`src/rtl/mem_port_arbiter.sv`:
```
// Arbitrates a single-ported fixed-latency memory between instruction fetch and
// MEM-stage data accesses; data has priority, a starvation counter bounds fetch delay.
module mem_port_arbiter #(
    parameter int MEM_LATENCY = 2,
    parameter int STARVE_MAX  = 4
) (
    input  logic        clk,
    input  logic        reset,

    input  logic        if_req,
    input  logic [63:0] if_addr,
    input  logic        if_flush,
    output logic [31:0] if_rdata,
    output logic        if_done,
    output logic        if_stall,

    input  logic        d_req,
    input  logic        d_we,
    input  logic [63:0] d_addr,
    input  logic [63:0] d_wdata,
    input  logic [3:0]  d_xfer_size,
    output logic [63:0] d_rdata,
    output logic        d_done,
    output logic        d_stall,

    output logic        m_en,
    output logic        m_we,
    output logic [63:0] m_addr,
    output logic [63:0] m_wdata,
    output logic [3:0]  m_xfer_size,
    input  logic [63:0] m_rdata
);

    localparam int CNT_W = (MEM_LATENCY > 1) ? $clog2(MEM_LATENCY) : 1;
    localparam int STV_W = $clog2(STARVE_MAX + 1);
    localparam logic [CNT_W-1:0] CNT_START  = CNT_W'(MEM_LATENCY - 1);
    localparam logic [STV_W-1:0] STARVE_TOP = STV_W'(STARVE_MAX);
    localparam logic [3:0]       FETCH_SIZE = 4'b0100;

    typedef enum logic [1:0] {IDLE, BUSY, RESP} state_t;
    typedef enum logic {OWN_FETCH, OWN_DATA} owner_t;

    state_t            state_reg,    state_next;
    owner_t            owner_reg,    owner_next;
    logic [CNT_W-1:0]  cnt_reg,      cnt_next;
    logic [STV_W-1:0]  starve_reg,   starve_next;
    logic              cancel_reg,   cancel_next;
    logic              m_en_reg,     m_en_next;
    logic              m_we_reg,     m_we_next;
    logic [63:0]       m_addr_reg,   m_addr_next;
    logic [63:0]       m_wdata_reg,  m_wdata_next;
    logic [3:0]        m_size_reg,   m_size_next;
    logic [31:0]       if_rdata_reg, if_rdata_next;
    logic [63:0]       d_rdata_reg,  d_rdata_next;
    logic              if_done_reg,  if_done_next;
    logic              d_done_reg,   d_done_next;

    logic              fetch_win;
    logic              data_win;
    logic              flush_hit;

    // Fetch wins outright when data is absent, or when it has been starved long
    // enough; a flush in the same cycle always withholds the fetch grant.
    assign fetch_win = if_req & ~if_flush & (~d_req | (starve_reg == STARVE_TOP));
    assign data_win  = d_req & ~fetch_win;
    assign flush_hit = (owner_reg == OWN_FETCH) & if_flush;

    always_comb begin
        state_next    = state_reg;
        owner_next    = owner_reg;
        cnt_next      = cnt_reg;
        starve_next   = starve_reg;
        cancel_next   = cancel_reg;
        m_en_next     = m_en_reg;
        m_we_next     = m_we_reg;
        m_addr_next   = m_addr_reg;
        m_wdata_next  = m_wdata_reg;
        m_size_next   = m_size_reg;
        if_rdata_next = if_rdata_reg;
        d_rdata_next  = d_rdata_reg;
        if_done_next  = 1'b0;
        d_done_next   = 1'b0;

        case (state_reg)
            IDLE: begin
                cancel_next = 1'b0;
                if (fetch_win || data_win) begin
                    state_next = BUSY;
                    m_en_next  = 1'b1;
                    cnt_next   = CNT_START;
                    if (fetch_win) begin
                        owner_next  = OWN_FETCH;
                        m_we_next   = 1'b0;
                        m_addr_next = if_addr;
                        m_size_next = FETCH_SIZE;
                        starve_next = '0;
                    end else begin
                        owner_next   = OWN_DATA;
                        m_we_next    = d_we;
                        m_addr_next  = d_addr;
                        m_wdata_next = d_wdata;
                        m_size_next  = d_xfer_size;
                        if (!if_req)
                            starve_next = '0;
                        else if (starve_reg != STARVE_TOP)
                            starve_next = starve_reg + 1'b1;
                    end
                end
            end

            BUSY: begin
                if (flush_hit)
                    cancel_next = 1'b1;
                if (cnt_reg != '0) begin
                    cnt_next = cnt_reg - 1'b1;
                end else begin
                    state_next = RESP;
                    m_en_next  = 1'b0;
                    m_we_next  = 1'b0;
                    if (owner_reg == OWN_DATA) begin
                        d_done_next = 1'b1;
                        if (!m_we_reg)
                            d_rdata_next = m_rdata;
                    end else if (!(cancel_reg || if_flush)) begin
                        // A flush landing on the final BUSY cycle still suppresses the result.
                        if_done_next  = 1'b1;
                        if_rdata_next = m_rdata[31:0];
                    end
                end
            end

            RESP: begin
                state_next  = IDLE;
                cancel_next = 1'b0;
            end

            default: begin
                state_next = IDLE;
                m_en_next  = 1'b0;
                m_we_next  = 1'b0;
            end
        endcase
    end

    always_ff @(posedge clk or posedge reset) begin
        if (reset) begin
            state_reg    <= IDLE;
            owner_reg    <= OWN_FETCH;
            cnt_reg      <= '0;
            starve_reg   <= '0;
            cancel_reg   <= 1'b0;
            m_en_reg     <= 1'b0;
            m_we_reg     <= 1'b0;
            m_addr_reg   <= '0;
            m_wdata_reg  <= '0;
            m_size_reg   <= '0;
            if_rdata_reg <= '0;
            d_rdata_reg  <= '0;
            if_done_reg  <= 1'b0;
            d_done_reg   <= 1'b0;
        end else begin
            state_reg    <= state_next;
            owner_reg    <= owner_next;
            cnt_reg      <= cnt_next;
            starve_reg   <= starve_next;
            cancel_reg   <= cancel_next;
            m_en_reg     <= m_en_next;
            m_we_reg     <= m_we_next;
            m_addr_reg   <= m_addr_next;
            m_wdata_reg  <= m_wdata_next;
            m_size_reg   <= m_size_next;
            if_rdata_reg <= if_rdata_next;
            d_rdata_reg  <= d_rdata_next;
            if_done_reg  <= if_done_next;
            d_done_reg   <= d_done_next;
        end
    end

    assign m_en        = m_en_reg;
    assign m_we        = m_we_reg;
    assign m_addr      = m_addr_reg;
    assign m_wdata     = m_wdata_reg;
    assign m_xfer_size = m_size_reg;
    assign if_rdata    = if_rdata_reg;
    assign if_done     = if_done_reg;
    assign d_rdata     = d_rdata_reg;
    assign d_done      = d_done_reg;
    assign if_stall    = if_req & ~if_done_reg;
    assign d_stall     = d_req & ~d_done_reg;

endmodule

```
`config.mk`:
```
export PLATFORM = sky130hd
export DESIGN_NAME = mem_port_arbiter
export DESIGN_NICKNAME = d
export VERILOG_FILES = /design/src/rtl/mem_port_arbiter.sv
export SDC_FILE = /design/constraint.sdc
export NUM_CORES = 1
export LEC_CHECK = 0
export CAP_MARGIN = 20
export CORE_AREA = 10 10 188 190
export CTS_CLUSTER_DIAMETER = 200
export DETAILED_ROUTE_END_ITERATION = 12
export DIE_AREA = 0 0 198 200
export MAX_ROUTING_LAYER = met4
export SLEW_MARGIN = 20
export SYNTH_ARGS = -nofsm -noshare
export SYNTH_HDL_FRONTEND = slang
export SYNTH_SLANG_ARGS = --single-unit
```
`constraint.sdc`:
```
create_clock -name clk -period 19.2 [get_ports clk]
set_input_delay 3.84 -clock clk [delete_from_list [all_inputs] [get_ports clk]]
set_output_delay 3.84 -clock clk [all_outputs]
set_load 0.005 [all_outputs]
```
[Yosys cells after proc, flatten, opt, wreduce, memory -nomap -nowiden]
Cells that the tools add are included.
Storage, ports and cells
  flip-flop bits (word level): 240
  bits of input ports: 266
  logic and storage cells: 82
Operators by class
  equality and inequality tests: 8
  add/sub/neg operators: 2
  muxes and demuxes: 26
  bitwise logic cells: 17
  reduce and logical (&&, ||, !) cells: 15
Operators with widths (number)
  2-to-1 mux 64 bit: 1
  2-to-1 mux 1 bit: 14
  NOT 1 bit: 10
  2-to-1 mux 3 bit: 3
  AND reduction 3 bit: 3
  AND reduction 2 bit: 4
  AND reduction 4 bit: 2
  bitwise AND 1 bit: 6
  inequality test 2 bit (second input constant): 3
  case mux 1 bit (3 select lines): 2
  2-to-1 mux 2 bit: 2
  2-to-1 mux 4 bit: 1
  case mux 1 bit (2 select lines): 2
  case mux 2 bit (2 select lines): 1
  nonzero test 2 bit: 2
  adder 3 x 1 -> 3 bit (second input constant): 1
  == test 3 bit (second input constant): 1
  inequality test 3 x 1 -> 1 bit (second input constant): 1
  inequality test 3 bit (second input constant): 1
  == test 2 x 1 -> 1 bit (second input constant): 1
  == test 2 bit (second input constant): 1
  logical NOT 2 bit: 1
  logical OR 1 bit: 2
  OR reduction 2 bit: 1
  2 further kinds: 2

[Depth between registers and ports, before layout]
  word-level depth: 8
  gate-level depth with buffers: 8

[Least setup slack after synthesis]
OpenSTA, ideal clock, no wires.
  path kind: input to output
  from: input port d_req
  to: output port d_stall
  stages on the path: 2
  arrival time: 4003 ps
  required time: 15360 ps
  slack: 11357 ps
  buffers on the path: 0
  cells stage by stage: inv_1 > nor2_1
On the way
  word-level cells in the longest chain between the ends: 1
Ends and longest elaborated chain
  from (decl): RTL line 17  | input logic d_req,
  bitwise AND 1 bit: RTL line 189  | assign d_stall = d_req & ~d_done_reg;
  to (decl): RTL line 24  | output logic d_stall,
Every way passes these cells.

[Final worst setup path]
Ends and elaborated chain as after synthesis.

==> results.sh <==
export IMPL_cp_start_kind="input pin"
export IMPL_ioPinCount=500
export IMPL_htreeDepth=1
export IMPL_grt_ovfl_total=0
export IMPL_drtIter0Drc=258
export IMPL_drt_wl_total_um=36200
export IMPL_path_cells="clkdlybuf4s50_1 > inv_1 > nor2_1 > clkdlybuf4s50_1"
export IMPL_endpoint_kind="output pin"
export IMPL_grt_pass1_vias=8295
export IMPL_dp_hpwl_um=26900
export IMPL_status="completed"
export IMPL_tightestPinTransition_ns=0.936
export IMPL_finalHoldViolCount=0
export IMPL_clk_pin_slew_worst_paths_ns=0.05
export IMPL_vias=7714
export IMPL_power_w=0.00257
export IMPL_fp_dieW_um=198
export IMPL_ant_nets=0
export IMPL_cp_arrival_ns=5.36
export IMPL_maxCapViolCount=0
export IMPL_seq_area_frac_synth=0.631
export IMPL_grt_busiest_layer="met2"
export IMPL_cp_max_fo=3
export IMPL_grt_pass1_wl_um=52600
export IMPL_grt_usage=0.179
export IMPL_tns_ns=0
export IMPL_period_share=0.479
export IMPL_dieArea_um2=39600
export IMPL_grt_util_met2=0.307
export IMPL_synth_cells=755
export IMPL_avgRoutedWirePerCell_um=21.7
export IMPL_critical_path_most_common_cell="clkdlybuf4s50_1"
export IMPL_leakage_nw=6.64
export IMPL_start_util=0.303
export IMPL_die_y_um=200
export IMPL_ys_flop_type="dfrtp_1"
export IMPL_final_setup_worst_slack_ns=10.0
export IMPL_power_density_nw_per_um2=163
export IMPL_critical_path_top_delay_family="buffers and inverters"
export IMPL_clock_sinks=240
export IMPL_crit_path_max_incr_delay_ns=0.63
export IMPL_coreArea_um2=31400
export IMPL_holdBufCountCts=0
export IMPL_antenna_found_initial=3
export IMPL_yosys_register_bits=240
export IMPL_slew_headroom=0.376
export IMPL_cts_tree="built"
export IMPL_syn_nets=1023
export IMPL_drcViolationCount=0
export IMPL_grt_max_degree=104
export IMPL_final_core_util=0.503
export IMPL_hold_path_class="reg2reg"
export IMPL_portBuffers=499
export IMPL_syn_to_final_growth_pct=65.9
export IMPL_clock_skew_ns=0.0147
export IMPL_drv_slew=0
export IMPL_layout_drive_gt1_share=0.167
export IMPL_cts_setup_buffers=0
export IMPL_synth_avg_cell_area_um2=12.6
export IMPL_critPathKind="in2out"
export IMPL_crit_path_top_delay_cell="clkdlybuf4s50_1"
export IMPL_ys_warn_count=0
export IMPL_path_buf_inv=3
export IMPL_gr_usage_met1=0.187
export IMPL_ctsResizeCount=0
export IMPL_dpl_worst_slack_ns=9.95
export IMPL_gp_congestion=0.794
export IMPL_fmax_mhz=109
export IMPL_synth_edf_count=0
export IMPL_clkLatencyLatePin_ns=0.54
export IMPL_via_per_inst=4.62
export IMPL_vdd_drop_max_mv=0.0912
export IMPL_required_ns=15.36
export IMPL_first_pass_iters=4
export IMPL_synth_area_um2=9520
export IMPL_ys_async_sr_fraction=1.00
export IMPL_grt_setup_unrepaired="false"
export IMPL_layout_nets=1516
export IMPL_min_period_ns=9.20
export IMPL_root_buffer="clkbuf_16"
export IMPL_cts_buffers=29
export IMPL_finalSetupViolCount=0
export IMPL_num_rows=65
export IMPL_synth_distinct_cells=34
export IMPL_gr_usage_met3=0.0790
export IMPL_final_common_cell="clkdlybuf4s50_1"
export IMPL_clockBufferDepth=3
export IMPL_layout_common_cells="clkdlybuf4s50_1, dfrtp_1, mux2_2"
synthesized netlist by cell type, types with 2 or more instances:
master / instances / area (um2)
nand2b_1: 2 / 12.5
buf_2: 20 / 100
nand2_1: 72 / 270
nor3b_1: 2 / 15.0
mux2_1: 6 / 67.6
ha_1: 2 / 25.0
inv_1: 6 / 22.5
nor2_1: 69 / 259
buf_6: 8 / 90.1
a22o_1: 3 / 26.3
nor2b_1: 3 / 18.8
a31oi_1: 2 / 12.5
clkbuf_1: 15 / 56.3
a21oi_1: 132 / 661
dfrtp_1: 240 / 6010
mux2_2: 154 / 1730
buf_4: 2 / 15.0
layer usage:
layer / up-vias / share of wire
met4: 0 / 0.016
met1: 3797 / 0.37
li1: 3581 / -
met3: 37 / 0.11
met5: - / 0
met2: 299 / 0.51
path summary, 6_finish.rpt:
kind | slack [ns] | endpoint | from | depth (start not counted)
min | 0.48 | m_en | m_en | 2
min reg2reg | 0.48 | m_en | m_en | 2
max | 10.0 | d_stall | d_req | 4
max reg2reg | 16.31 | m_wdata[5] | starve_reg[0] | 8
max in group asynchronous | 13.94 | m_addr[53] | reset | 3
min in group asynchronous | 3.85 | m_wdata[35] | reset | 2
per-stage QoR:
stage,cells,hold slack (ns),instance area (um2)
6_report,1671,0.476,15800
5_1_grt,1671,0.493,15800
3_5_place_dp,1619,0.471,14900
3_3_place_gp,1619,0.468,14900
2_1_floorplan,755,0.465,9520
4_1_cts,1668,0.484,15800
layout make-up:
type	instances	area, um2
Timing Repair Buffer	507	5050
Multi-Input combinational cell	464	3270
Sequential cell	240	6010
Clock inverter	7	90.1
Clock buffer	42	835
Antenna cell	3	7.51
Inverter	6	30.0
Tap cell	402	503
Fill cell	2817	15600
cell families (layout without fill, tap and decap cells):
kind of cell             after synthesis  after routing  share of synthesized area
AO/OA/AOI/OAI                        145            145                     0.0806
adder cells (fa/ha/maj)                2              2                    0.00263
buffers and inverters                 51            562                     0.0298
flip-flops                           240            240                      0.631
multiplexers                         160            160                      0.189
other                                  0              3                          0
AND/OR/NAND/NOR                      157            157                     0.0670
worst min-delay path: cells and delay by family, from the launching register on:
kind | cells | cell delay (ns)
DFF | 1 | 0.34
and+or+nand+nor | 2 | 0.10
power breakdown:
part	internal, W	switching [W]
Combinational	0.000704	0.000432
Sequential	0.000763	0.000136
Clock	0.000325	0.000212
Total	0.00179	0.000779
Note: power is estimated with default switching activity, not from simulation.
